$ cat config.mk
export PLATFORM = sky130hd
export DESIGN_NAME = seq_serializer
export DESIGN_NICKNAME = d
export VERILOG_FILES = /design/src/rtl/seq_serializer.sv
export SDC_FILE = /design/constraint.sdc
export NUM_CORES = 1
export LEC_CHECK = 0
export BUFFER_PORTS_ARGS = -buffer_cell sky130_fd_sc_hd__buf_2
export CORE_MARGIN = 2
export CORE_UTILIZATION = 55
export CTS_CLUSTER_SIZE = 14
export DETAILED_ROUTE_END_ITERATION = 8
export PLACE_DENSITY = 0.77
export RECOVER_POWER = 25
export REMOVE_ABC_BUFFERS = 1
export SLEW_MARGIN = 20
export SYNTH_ARGS = -nofsm -noshare
export SYNTH_HDL_FRONTEND = slang
export SYNTH_SLANG_ARGS = --single-unit
$ cat constraint.sdc
create_clock -name clk -period 4.3 [get_ports clk]
set_input_delay 0 -clock clk [delete_from_list [all_inputs] [get_ports clk]]
set_output_delay 0 -clock clk [all_outputs]
set_load 0.02 [all_outputs]
$ cat src/rtl/seq_serializer.sv
// seq_serializer: parallel-to-serial front end for the bit-serial sequence
// detector. It takes WIDTH-bit words on a valid/ready handshake and shifts
// them out on x, one bit per clk. A one-word hold buffer lets consecutive
// words stream with no gap bits between them.
// Build option: define SER_LSB_FIRST_EN to shift LSB first (default MSB first).
module seq_serializer #(
    parameter int   WIDTH    = 8,
    parameter logic IDLE_BIT = 1'b1
) (
    input  logic             clk,
    input  logic             rst,
    input  logic [WIDTH-1:0] din,
    input  logic             din_valid,
    output logic             din_ready,
    output logic             x,
    output logic             busy,
    output logic             word_done
);

    localparam int            CW   = (WIDTH > 1) ? $clog2(WIDTH) : 1;
    localparam logic [CW-1:0] LAST = CW'(WIDTH - 1);

    typedef enum logic {
        IDLE,
        SHIFT
    } state_t;

    state_t           state_q, state_d;
    logic [WIDTH-1:0] sr_q, sr_d;
    logic [WIDTH-1:0] hb_q, hb_d;
    logic [CW-1:0]    cnt_q, cnt_d;
    logic             hold_full_q, hold_full_d;

    logic             accept;
    logic             last_bit;
    logic [WIDTH-1:0] sr_shifted;

    // All outputs decode from registers only; nothing from din/din_valid reaches x.
    assign din_ready = !hold_full_q;
    assign busy      = (state_q == SHIFT);
    assign last_bit  = busy && (cnt_q == LAST);
    assign word_done = last_bit;
    assign accept    = din_valid && din_ready;

`ifdef SER_LSB_FIRST_EN
    assign sr_shifted = sr_q >> 1;
    assign x          = busy ? sr_q[0] : IDLE_BIT;
`else
    assign sr_shifted = sr_q << 1;
    assign x          = busy ? sr_q[WIDTH-1] : IDLE_BIT;
`endif

    // Next-state: load, shift, hold-buffer capture and end-of-word resolution.
    always_comb begin
        state_d     = state_q;
        sr_d        = sr_q;
        hb_d        = hb_q;
        cnt_d       = cnt_q;
        hold_full_d = hold_full_q;
        case (state_q)
            IDLE: begin
                if (accept) begin
                    sr_d    = din;
                    cnt_d   = '0;
                    state_d = SHIFT;
                end
            end
            SHIFT: begin
                if (!last_bit) begin
                    sr_d  = sr_shifted;
                    cnt_d = cnt_q + 1'b1;
                    if (accept) begin
                        hb_d        = din;
                        hold_full_d = 1'b1;
                    end
                end else begin
                    // Held word has priority; din_ready is low then, so no accept can collide.
                    cnt_d = '0;
                    if (hold_full_q) begin
                        sr_d        = hb_q;
                        hold_full_d = 1'b0;
                    end else if (accept) begin
                        sr_d = din;
                    end else begin
                        state_d = IDLE;
                    end
                end
            end
            default: state_d = IDLE;
        endcase
    end

    // State registers with asynchronous active-low reset discarding any in-flight words.
    always_ff @(posedge clk or negedge rst) begin
        if (!rst) begin
            state_q     <= IDLE;
            sr_q        <= '0;
            hb_q        <= '0;
            cnt_q       <= '0;
            hold_full_q <= 1'b0;
        end else begin
            state_q     <= state_d;
            sr_q        <= sr_d;
            hb_q        <= hb_d;
            cnt_q       <= cnt_d;
            hold_full_q <= hold_full_d;
        end
    end

endmodule

==> run_results.csv, run 1 <==
group,metric,value,unit
status,run_status,"finished, final reports clean",
clocking,ctsHoldBuffers,9,
timing,layout_worst_path_cycle_share,44.3,%
timing,finalClockSkew,0.00664,ns
placed_design,dpl_cell_area,0.00114,mm²
job,cap_violations,0,
critical_path,crit_path_end_kind,"flip-flop",
layout,drive_above_1_share,18.2,%
grt,grt_pass1_vias,805,
timing,hold_ws,0.204,ns
floorplanning,die_y,48.6,µm
yosys,avgSynthCellArea,12.3,µm²
placed_design,io_buffers,14,
yosys,ys_seq_area_share,48.0,%
critical_path,worstPathArrival,2.09,ns
worst_hold_path,min_from,"din_valid",
floorplanning,die_area,0.00236,mm²
power_and_ir_drop,ir_drop,412,µV
detailed_routing,wire_per_inst,15.5,µm
detailed_routing,dr.first_iter.drc_count,18,
clocking,cts_root_buf,"clkbuf_4",
worst_hold_path,hp-class,"primary input to flip-flop",
grt,grtUsageTotal,19.5,%
yosys,synth-warning-count,0,
floorplanning,initial_utilization,57.0,%
grt,grt_pass1_wl,3570,µm
timing,timing.fmax,525,MHz
critical_path,crit_slowest_cell,"dfrtp_1",
critical_path,cpMostUsedCell,"ha_1",
layout,fin_area,0.00126,mm²
critical_path,r2r_cells,5,
placed_design,dp_hpwl,1420,µm
floorplanning,core,0.00192,mm²
critical_path,setup.worst_path.start_class,"flip-flop",
power_and_ir_drop,p_total,0.845,mW
layout,syn2layout_area_growth,14.9,%
clocking,h-tree-depth,1,
timing,tightest_slew,1.14,ns
placed_design,place_congestion,0.807,
clocking,cts_tree,"done",
detailed_routing,drcViolationCount,0,
critical_path,ff2ff_setup_slack,2.40,ns
critical_path,path_cells,"ha_1, ha_1, nand2b_2, nor2_8, mux2_1",
clocking,cts_made_buffers,3,
clocking,cts_resized,0,
yosys,synth-seq-cells,21,
yosys,synth_edf_count,0,
power_and_ir_drop,powerDensity,672,mW/mm²
detailed_routing,drt_pass1_iterations,4,
layout,antenna-diode-count,0,
timing,drv_slew,0,
detailed_routing,detail-route-antenna-nets,0,
floorplanning,ios,15,
worst_hold_path,min_path_cells,3,
clocking,cts_setup_buffers,0,
timing,fin_crit,1.90,ns
yosys,ys_types,23,
critical_path,cp-startpoint,"cnt_q[0]",
detailed_routing,via_count,790,
layout,nNetsFinal,124,
critical_path,critPathKind,"flip-flop to flip-flop",
timing,hold_violations,0,
grt,gr-total-overflow,0,
timing,setup_viol,0,
critical_path,r2r-start,"cnt_q[0]",
clocking,clk_pin_slew,0.12,ns
floorplanning,die_x,48.6,µm
detailed_routing,wirelength,2120,µm
clocking,insertion_delay,0.30,ns
grt,antenna_found_initial,0,
timing,tns,0,ns
clocking,clockBufferDepth,2,
yosys,synth_ff_type,"dfrtp_1",
critical_path,critical_path_required,4.49,ns
timing,max-slew-margin-rel,24.1,%
detailed_routing,viasPerCell,5.77,
power_and_ir_drop,p_leak,0.592,nW
critical_path,cp_max_fo,12,
clocking,cts.sinks,21,
yosys,async_flop_share,100,%
critical_path,max_stage_delay,0.42,ns
grt,grt_max_degree,22,
layout,post-route-util,65.4,%
yosys,syn_inst,89,
yosys,syn-cell-area,0.00109,mm²
timing,rsz0062_at_grt,"false",
floorplanning,num_rows,16,
-- metrics by stage --
stage,instances,setup WS [ns]
after global placement,124,2.49
after floorplan,83,2.58
final,137,2.40
after detailed placement,124,2.43
after CTS,137,2.40
after global routing,137,2.32
-- sequential cells by signal (all words and copies together), names as in the netlist --
signal	flops
hold_full_q	1
hb_q	8
sr_q	8
cnt_q	3
busy	1
-- final cells by class --
type,instances,area [µm²]
inverter,4,15.0
timing repair buffer,23,159
multi-input combinational,58,498
tap,27,33.8
fill,170,664
sequential,21,526
clock buffer,4,26.3
-- cell families (layout without fill, tap and decap cells) --
family | Yosys count | after routing | synth area share [%]
muxes | 22 | 22 | 21.0
AOI/OAI and AO/OA | 22 | 22 | 14.1
and+or+nand+nor | 12 | 12 | 8.12
adders and majority gates | 2 | 2 | 2.29
buffers and inverters | 10 | 31 | 6.51
DFF | 21 | 21 | 48.0
-- cell usage after synthesis (2+ instances only) --
cell	count	area, µm²
a211oi_1	2	15.0
a221oi_1	7	61.3
buf_2	2	10.0
buf_6	2	22.5
dfrtp_1	21	526
ha_1	2	25.0
inv_1	3	11.3
mux2_1	8	90.1
mux2i_1	14	140
nand2_1	2	7.51
nand2b_2	2	17.5
nand3_1	2	10.0
o21ai_0	3	15.0
o22ai_1	10	62.6
-- power breakdown --
part,switching (mW),internal [mW]
Clock,0.0590,0.0361
Sequential,0.0727,0.298
Combinational,0.200,0.179
Total,0.332,0.514
-- metal layers --
layer	global-route usage (%)	share of wire, %	up-vias
met1	23.1	45	391
met2	34.0	51	13
met3	3.40	2.1	4
met4	9.52	1.4	0
met5	0	0	-
li1	-	-	382
-- placed cells by master, fill, tap and decap left out --
master          n
mux2_1          8
ha_1            2
clkbuf_1        2
nand2_1         2
nand2b_1        1
buf_2          13
clkbuf_4        3
nand2b_2        2
mux2i_1        14
dlygate4sd3_1   9
nor2b_1         1
and2b_4         1
inv_1           3
o21ai_0         3
clkinv_1        1
a211oi_1        2
dfrtp_1        21
nand3_1         2
nor3_1          1
o22ai_1        10
a221oi_1        7
nor2_8          1
and2_1          1
-- worst max-delay path, delay by kind of cell (launching register included) --
family                     cells  cell delay, ns
and+or+nand+nor                2            0.59
adders and majority gates      2            0.44
DFF                            1            0.42
muxes                          1            0.35
-- path summary, 6_finish.rpt --
| path | to |
|---|---|
| setup / recovery | hb_q[6] |
| hold / removal | sr_q[7] |
| setup reg to reg | hb_q[6] |
| hold reg to reg | hb_q[4] |
| max in group asynchronous | sr_q[6] |
| min in group asynchronous | sr_q[0] |
Note: power is estimated with default switching activity, not from simulation.
==> inputs of run 2 (changes only) <==
- clock period: 4.3 -> 1.84 ns (I/O delays scaled with it)
==> run_results.csv, run 2 (synthesis results as in run 1) <==
group,metric,value,unit
clocking,h-tree-depth,1,
floorplanning,core,0.00192,mm²
clocking,clockBufferDepth,2,
timing,fin_crit,1.75,ns
clocking,cts_made_buffers,3,
layout,nNetsFinal,126,
timing,rsz0062_at_grt,"false",
layout,final_common_cell,"dfrtp_1",
floorplanning,die_area,0.00236,mm²
detailed_routing,wirelength,2160,µm
detailed_routing,drcViolationCount,0,
power_and_ir_drop,ir_drop,894,µV
floorplanning,ios,15,
critical_path,critical_path_required,2.03,ns
grt,gr-total-overflow,0,
placed_design,dp_slack,0.113,ns
timing,tightest_slew,1.11,ns
timing,finalClockSkew,0.00462,ns
grt,grt_max_degree,22,
power_and_ir_drop,p_int,1.22,mW
clocking,insertion_delay,0.30,ns
layout,regArea,526,µm²
timing,drv_slew,0,
layout,fillers,151,
critical_path,cp_max_fo,8,
grt,grt_pass1_wl,3880,µm
power_and_ir_drop,p_seq_share,43.1,%
critical_path,cp-startpoint,"cnt_q[0]",
timing,setup_slack,0.0876,ns
floorplanning,die_x,48.6,µm
layout,fin_cells,139,
layout,drive_above_1_share,20.5,%
floorplanning,die_y,48.6,µm
clocking,cts_root_buf,"clkbuf_4",
power_and_ir_drop,power_switching,0.788,mW
timing,layout_worst_path_cycle_share,95.2,%
critical_path,critPathKind,"flip-flop to flip-flop",
detailed_routing,detail-route-antenna-nets,0,
detailed_routing,viasPerCell,5.74,
layout,antenna-diode-count,0,
placed_design,place_congestion,0.791,
floorplanning,initial_utilization,57.0,%
power_and_ir_drop,powerDensity,1580,mW/mm²
placed_design,dpl.cell_count,126,
clocking,cts_resized,0,
grt,grt_pass1_vias,812,
layout,syn2layout_area_growth,16.3,%
clocking,cts_tree,"done",
job,cap_violations,0,
critical_path,worstReg2RegEnd,"hb_q[6]",
clocking,cts.sinks,21,
critical_path,r2r-start,"cnt_q[0]",
detailed_routing,wire_per_inst,15.5,µm
grt,grtUsageTotal,20.6,%
placed_design,dp_hpwl,1410,µm
detailed_routing,drt_pass1_iterations,4,
critical_path,critical_path.endpoint,"hb_q[6]",
power_and_ir_drop,p_leak,0.604,nW
layout,reg.largest.list,"hb_q (8), sr_q (8), cnt_q (3)",
power_and_ir_drop,comb_power_share,45.6,%
layout,multiInputGateArea,498,µm²
grt,antenna_found_initial,0,
layout,final_cell_mix,"dfrtp_1, mux2i_1, buf_2",
timing,timing.fmax,571,MHz
critical_path,r2r_cells,5,
status,run_status,"finished, final reports clean",
critical_path,crit_path_end_kind,"flip-flop",
worst_hold_path,hp-class,"primary input to flip-flop",
detailed_routing,dr.first_iter.drc_count,29,
placed_design,io_buffers,14,
detailed_routing,via_count,798,
clocking,clk_pin_slew,0.13,ns
timing,max-slew-margin-rel,26.0,%
critical_path,setup.worst_path.start_class,"flip-flop",
critical_path,worstPathArrival,1.95,ns
power_and_ir_drop,pwr-share-clk,11.3,%
critical_path,ff2ff_setup_slack,0.09,ns
timing,setup_viol,0,
timing,hold_violations,0,
power_and_ir_drop,sw_frac_of_total,39.2,%
timing,tns,0,ns
floorplanning,num_rows,16,
-- run 2: cell types whose count changed in the layout (fill, tap and decap cells not counted), sizes merged --
cell,change
buf,+2
clkbuf,-1
clkinv,+1
-- run 2: final cells by class --
class                   count  area share, %
clock inverters             1          0.393
repair buffers             25           13.7
clock buffers               3           1.77
well taps                  27           2.65
flip-flops and latches     21           41.3
inverters                   4           1.18
multi-input cells          58           39.1
-- run 2: power groups by stage --
stage                     Combinational, mW  Clock, mW  Sequential (mW)
final                                 0.916      0.226            0.867
after global routing                   1.03      0.251            0.904
after CTS                             0.926      0.230            0.865
after detailed placement              0.901          0            0.878
after global placement                0.880          0            0.863
after floorplan                       0.677          0            0.836
-- run 2: stage by stage --
step                      power (mW)  area (µm²)  utilization, %  hold WS, ns
final                           2.01        1270            66.3        0.196
after global routing            2.19        1270            66.3        0.216
after CTS                       2.02        1270            66.3        0.182
after detailed placement        1.78        1160            60.2      -0.0176
after global placement          1.74        1160            60.2      -0.0185
after floorplan                 1.51        1040               -       -0.296
-- run 2: worst min path at each step --
stage	from	to	slack, ns	depth (start not counted)
after floorplan	rst	busy	-0.30	0
after global placement	rst	hold_full_q	-0.02	1
after detailed placement	rst	hold_full_q	-0.02	1
after CTS	rst	hold_full_q	0.18	2
after global routing	din_valid	sr_q[6]	0.22	3
final	din_valid	sr_q[2]	0.20	3
-- run 2: layer usage --
| layer | GRT usage, % | share of wire, % | vias to the layer above |
|---|---|---|---|
| li1 | - | - | 384 |
| met1 | 28.6 | 48 | 397 |
| met2 | 33.1 | 49 | 13 |
| met3 | 3.70 | 2.1 | 4 |
| met4 | 5.71 | 1.2 | 0 |
| met5 | 0 | 0 | - |
-- run 2: worst max-delay path, stage by stage (launching register included) --
cell,delay (ns)
dfrtp_1,0.42
ha_1,0.21
ha_1,0.22
nand2b_2,0.24
nor2_8,0.21
mux2_1,0.34
-- run 2: timing repair --
action | CTS | global route
buffers inserted | 0 | 0
endpoints found under the hold margin | 29 | 0
hold buffers | 9 | 0
